`config.mk`:
```
export PLATFORM = sky130hd
export DESIGN_NAME = mem_stage_flat
export DESIGN_NICKNAME = d
export VERILOG_FILES = /design/src/rtl/mem_stage_if.sv /design/src/rtl/mem_stage.sv /design/src/flat_wrapper.sv
export SDC_FILE = /design/constraint.sdc
export NUM_CORES = 1
export LEC_CHECK = 0
export CORE_AREA = 2 2 121 123
export CTS_BUF_LIST = sky130_fd_sc_hd__clkbuf_16
export CTS_CLUSTER_SIZE = 8
export DETAILED_ROUTE_END_ITERATION = 8
export DIE_AREA = 0 0 123 125
export GPL_TIMING_DRIVEN = 0
export PLACE_DENSITY = 0.79
export RECOVER_POWER = 25
export SETUP_SLACK_MARGIN = 0.5
export SLEW_MARGIN = 20
export SYNTH_ARGS = -nofsm -noshare
export SYNTH_HDL_FRONTEND = slang
export SYNTH_SLANG_ARGS = --single-unit
export TNS_END_PERCENT = 30
```
`constraint.sdc`:
```
create_clock -name clk -period 3.5 [get_ports clk]
set_input_delay 0.7 -clock clk [delete_from_list [all_inputs] [get_ports clk]]
set_output_delay 0.7 -clock clk [all_outputs]
set_load 0.03 [all_outputs]
```
`src/rtl/mem_stage_if.sv`:
```
// Data-memory request/acknowledge port between the MEM stage (master) and data memory (slave).
interface mem_stage_if #(
  parameter int DW = 32
) ();
  logic          dm_req;
  logic          dm_we;
  logic [DW-1:0] dm_addr;
  logic [DW-1:0] dm_wdata;
  logic [DW-1:0] dm_rdata;
  logic          dm_ack;

  modport master (
    output dm_req, dm_we, dm_addr, dm_wdata,
    input  dm_rdata, dm_ack
  );

  modport slave (
    input  dm_req, dm_we, dm_addr, dm_wdata,
    output dm_rdata, dm_ack
  );
endinterface

```
`src/rtl/mem_stage.sv`:
```
// Pipeline MEM stage: variable-latency data-memory access, branch resolution,
// upstream stall generation and the MEM/WB pipeline register.
module mem_stage #(
  parameter int DW = 32,
  parameter int RW = 5
) (
  input  logic          clk,
  input  logic          rst,
  input  logic [1:0]    WB_in,
  input  logic [2:0]    MEM_in,
  input  logic [DW-1:0] add_in,
  input  logic [DW-1:0] alu_in,
  input  logic [DW-1:0] RD2_in,
  input  logic [RW-1:0] WN_in,
  input  logic          z_in,
  mem_stage_if.master   dm,
  output logic          stall,
  output logic          pc_src,
  output logic [DW-1:0] br_target,
  output logic [1:0]    WB_out,
  output logic [DW-1:0] rdata_out,
  output logic [DW-1:0] alu_out,
  output logic [RW-1:0] WN_out,
  output logic          err
);

  typedef enum logic [1:0] {IDLE, ACCESS, DONE} state_t;

  state_t        state, state_n;
  logic          dm_req_q;
  logic [DW-1:0] rd_buf;

  logic mem_read, mem_write, access, illegal, legal;
  logic stall_c, err_set, capture, ld_full, ld_bubble, use_buf;

  assign mem_read  = MEM_in[1];
  assign mem_write = MEM_in[0];
  assign access    = mem_read ^ mem_write;
  assign illegal   = (mem_read & mem_write) | (access & (alu_in[1:0] != 2'b00));
  assign legal     = access & ~illegal;

  always_comb begin
    state_n   = state;
    stall_c   = 1'b0;
    err_set   = 1'b0;
    capture   = 1'b0;
    ld_full   = 1'b0;
    ld_bubble = 1'b0;
    use_buf   = 1'b0;
    case (state)
      IDLE: begin
        if (illegal) begin
          err_set   = 1'b1;
          ld_bubble = 1'b1;
        end else if (legal) begin
          stall_c   = 1'b1;
          ld_bubble = 1'b1;
          state_n   = ACCESS;
        end else begin
          ld_full = 1'b1;
        end
      end
      ACCESS: begin
        stall_c   = 1'b1;
        ld_bubble = 1'b1;
        if (dm.dm_ack) begin
          capture = 1'b1;
          state_n = DONE;
        end
      end
      DONE: begin
        ld_full = 1'b1;
        use_buf = 1'b1;
        state_n = IDLE;
      end
      default: state_n = IDLE;
    endcase
  end

  // Gating with rst keeps stall low during reset even while a legal access is still presented.
  assign stall     = rst & stall_c;
  assign pc_src    = MEM_in[2] & z_in & (state == IDLE);
  assign br_target = add_in;

  assign dm.dm_req   = dm_req_q;
  assign dm.dm_we    = dm_req_q & mem_write;
  assign dm.dm_addr  = dm_req_q ? alu_in : '0;
  assign dm.dm_wdata = dm_req_q ? RD2_in : '0;

  always_ff @(posedge clk or negedge rst) begin
    if (!rst) begin
      state     <= IDLE;
      dm_req_q  <= 1'b0;
      rd_buf    <= '0;
      err       <= 1'b0;
      WB_out    <= '0;
      rdata_out <= '0;
      alu_out   <= '0;
      WN_out    <= '0;
    end else begin
      state    <= state_n;
      dm_req_q <= (state_n == ACCESS);
      if (err_set) err <= 1'b1;
      if (capture) rd_buf <= mem_write ? '0 : dm.dm_rdata;
      if (ld_full) begin
        WB_out    <= WB_in;
        rdata_out <= use_buf ? rd_buf : '0;
        alu_out   <= alu_in;
        WN_out    <= WN_in;
      end else if (ld_bubble) begin
        WB_out <= '0;
      end
    end
  end

endmodule

```
`src/flat_wrapper.sv`:
```
// flat-port wrapper written by rule: the top's interface ports become plain ports
module mem_stage_flat 
#(
  parameter int DW = 32,
  parameter int RW = 5
)
  (clk, rst, WB_in, MEM_in, add_in, alu_in, RD2_in, WN_in, z_in, stall, pc_src, br_target, WB_out, rdata_out, alu_out, WN_out, err, dm_dm_req, dm_dm_we, dm_dm_addr, dm_dm_wdata, dm_dm_rdata, dm_dm_ack);
  mem_stage_if #(.DW(DW)) dm_i ();
  input  logic clk;
  input  logic rst;
  input  logic [1:0] WB_in;
  input  logic [2:0] MEM_in;
  input  logic [DW-1:0] add_in;
  input  logic [DW-1:0] alu_in;
  input  logic [DW-1:0] RD2_in;
  input  logic [RW-1:0] WN_in;
  input  logic z_in;
  output logic stall;
  output logic pc_src;
  output logic [DW-1:0] br_target;
  output logic [1:0] WB_out;
  output logic [DW-1:0] rdata_out;
  output logic [DW-1:0] alu_out;
  output logic [RW-1:0] WN_out;
  output logic err;
  output wire logic [$bits(dm_i.dm_req)-1:0] dm_dm_req;
  output wire logic [$bits(dm_i.dm_we)-1:0] dm_dm_we;
  output wire logic [$bits(dm_i.dm_addr)-1:0] dm_dm_addr;
  output wire logic [$bits(dm_i.dm_wdata)-1:0] dm_dm_wdata;
  input wire logic [$bits(dm_i.dm_rdata)-1:0] dm_dm_rdata;
  input wire logic [$bits(dm_i.dm_ack)-1:0] dm_dm_ack;
  assign dm_dm_req = dm_i.dm_req;
  assign dm_dm_we = dm_i.dm_we;
  assign dm_dm_addr = dm_i.dm_addr;
  assign dm_dm_wdata = dm_i.dm_wdata;
  assign dm_i.dm_rdata = dm_dm_rdata;
  assign dm_i.dm_ack = dm_dm_ack;
  mem_stage #(.DW(DW), .RW(RW)) u_core (.clk(clk), .rst(rst), .WB_in(WB_in), .MEM_in(MEM_in), .add_in(add_in), .alu_in(alu_in), .RD2_in(RD2_in), .WN_in(WN_in), .z_in(z_in), .dm(dm_i), .stall(stall), .pc_src(pc_src), .br_target(br_target), .WB_out(WB_out), .rdata_out(rdata_out), .alu_out(alu_out), .WN_out(WN_out), .err(err));
endmodule
```
==> qor.yml <==
sta:
  fin_skew_ns: 0.00730
  max_slew_margin_pct: 5.19
  finalSetupTns_ns: 0
  fin_crit_sh_pct: 84.2
  worstMarginPinSlew_ns: 1.42
  hold_viol_final: 0
  grt_setup_unrepaired: "yes"
  setup_viol: 0
  fmax_mhz: 340
  timing.final.crit_period_ns: 2.95
  drv_slew: 0
  whs_ns: 0.272
layout:
  fin_util_pct: 58.3
  area_growth_pct: 68.1
  nets: 823
  drive_above_1_share_pct: 20.5
  fillers: 1158
route:
  wl_per_cell_um: 19.2
  drc: 0
  num_vias: 4093
  postRouteAntennaNets: 0
  drt-initial-drc-count: 141
  via_per_inst: 4.70
  wl_mm: 16.7
  drt-pass1-iter-count: 4
floorplan:
  io_pins: 314
  core_region_area_um2: 14200
  dieArea_um2: 15400
  num_rows: 44
  fp.dieH_um: 125
  die_x_um: 123
  floorplan.initialDensity_pct: 34.7
yosys:
  synth_cell_types: 23
  synth_area_um2: 4930
  synthCells: 386
  ys_top_cells_by_area: "dfrtp_1 54%, mux2_2 14%, and2_1 8.3%"
  syn_area_per_cell_um2: 12.8
  synth_top_area_cell: "dfrtp_1"
  syn_nets: 530
  synth_warnings: 0
  synthMostInstantiatedCell: "dfrtp_1"
  ys_seq_area_share_pct: 54.3
  synth_common_cells: "107 x dfrtp_1, 65 x and2_1, 63 x mux2_2"
  synthFlopType: "dfrtp_1"
  synth_top_area_share_pct: 54.3
  ys_seq_elements: 107
  synth_enable_flop_cells: 0
  synthArstFlopShare_pct: 100
critical_path:
  cpPeakStageDelay_ns: 0.30
  worstSetupStartpointType: "input port"
  crit_path_max_fanout: 10
  crit_arrival_ns: 2.25
  crit_path_end_kind: "output pin"
  slowest_stage: "ha_1"
  crit_required_ns: 2.80
  criticalPathCategory: "in -> out"
  crit_chain: "clkdlybuf4s15_2, clkbuf_8, inv_1, ha_1, nor4b_4, o211a_1, buf_2"
clocking:
  insertion_delay_ns: 0.35
  path_clk_slew_ns: 0.08
  hold_buffers: 0
  clock_path_buffers: 2
  post-cts-setup-buffers: 0
  cts_htree_levels: 3
  cts_sinks: 107
  cts_made_buffers: 9
  cts_tree: "done"
  cts_root_buffer: "clkbuf_16"
  cts_resized: 15
global_route:
  grt_start_max_net_pins: 59
  grt.total_usage_pct: 21.7
  grt_pass1_wl_mm: 25.1
  antenna_found_initial: 1
  grt_pass1_vias: 4383
  grt-ovfl-total: 0
power_and_ir_drop:
  power_mw: 4.16
  ir_worst_vdd_v: 0.000293
  leakage_nw: 3.60
  power_density_nw_per_um2: 502
placed_design:
  dpl.hpwl_mm: 13.3
  port-buffer-count: 281
  gp_congestion: 0.922
worst_hold_path:
  min-delay-path-class: "in -> async"
job:
  drv_cap: 0
outcome:
  outcome: "complete, no violations"
state kept, by name (all words and copies together) (netlist names):
signal	flops
u_core.err	1
u_core.state	2
u_core.WB_out	2
u_core.dm.dm_req	1
u_core.rd_buf	32
u_core.alu_out	32
u_core.WN_out	5
u_core.rdata_out	32
layout make-up:
class,instances,area [um2],share of cell area (%)
plain buffers,58,398,4.80
diodes,2,5.00,0.0604
inverters,3,11.3,0.136
repair buffers,282,2820,34.0
well taps,184,230,2.78
clock inverters,7,51.3,0.619
flip-flops and latches,107,2680,32.3
clock buffers,9,225,2.72
multi-input cells,218,1870,22.6
through the flow:
stage | worst slack [ns] | cell area [um2] | std cells
2_1_floorplan | 0.804 | 4930 | 386
3_3_place_gp | -2.97 | 7970 | 851
3_5_place_dp | -0.954 | 8000 | 852
4_1_cts | 0.416 | 8300 | 868
5_1_grt | 0.469 | 8280 | 868
6_report | 0.555 | 8290 | 870
report_power, final:
| part | switching, mW | leakage, nW | internal [mW] |
|---|---|---|---|
| sequential | 0.155 | 1.37 | 1.51 |
| clock | 0.469 | 0.138 | 0.488 |
| combinational | 0.771 | 2.10 | 0.764 |
worst paths after layout:
path | startpoint | to | slack (ns) | cells after the start
worst max register to register | u_core.state[1] | u_core.alu_out[26] | 1.87 | 3
min in group clk | u_core.rd_buf[27] | u_core.rdata_out[27] | 0.50 | 1
worst max-delay path | MEM_in[0] | stall | 0.55 | 7
worst min-delay path | rst | u_core.rdata_out[5] | 0.27 | 1
max in group asynchronous | rst | u_core.rd_buf[24] | 1.48 | 2
worst min register to register | u_core.rd_buf[27] | u_core.rdata_out[27] | 0.50 | 1
layer usage:
| layer | global-route usage [%] | up-vias | share of wire [%] | wire [um] |
|---|---|---|---|---|
| met4 | 8.76 | 0 | 3.2 | 534 |
| met2 | 37.1 | 179 | 50 | 8360 |
| met1 | 26.2 | 2012 | 40 | 6620 |
| met3 | 5.25 | 32 | 7.3 | 1230 |
| li1 | - | 1870 | - | - |
| met5 | 0 | - | 0 | 0 |
cells in the final DEF (no fill, tap or decap), drive strengths merged:
cell type,n
clkdlybuf4s15,1
and3b,1
clkinv,2
dlymetal6s2s,1
dfrtp,107
mux2i,2
buf,47
nor3b,1
o2bb2ai,2
nor4b,1
ha,2
diode,2
o21bai,1
a311o,1
and3,1
o211a,1
mux2,69
dlygate4sd2,1
inv,7
clkdlybuf4s50,276
or2,1
nor2,2
clkbuf,23
nor2b,34
clkinvlp,1
and2,65
a22o,34
logic make-up (layout without fill, tap and decap cells):
group	Yosys count	after routing	synth area share (%)
adder cells (fa/ha/maj)	2	2	0.508
AO/OA/AOI/OAI	39	39	7.03
AND/OR/NAND/NOR	106	106	13.5
multiplexers	71	71	16.6
flip-flops	107	107	54.3
buffers and inverters	61	359	8.02
other	0	2	0
worst max-delay path, delay by kind of cell:
kind	cells	cell delay, ns
AO/OA/AOI/OAI	1	0.19
adder cells (fa/ha/maj)	1	0.30
buffers and inverters	4	0.76
AND/OR/NAND/NOR	1	0.29
(Power assumes the default switching activity.)
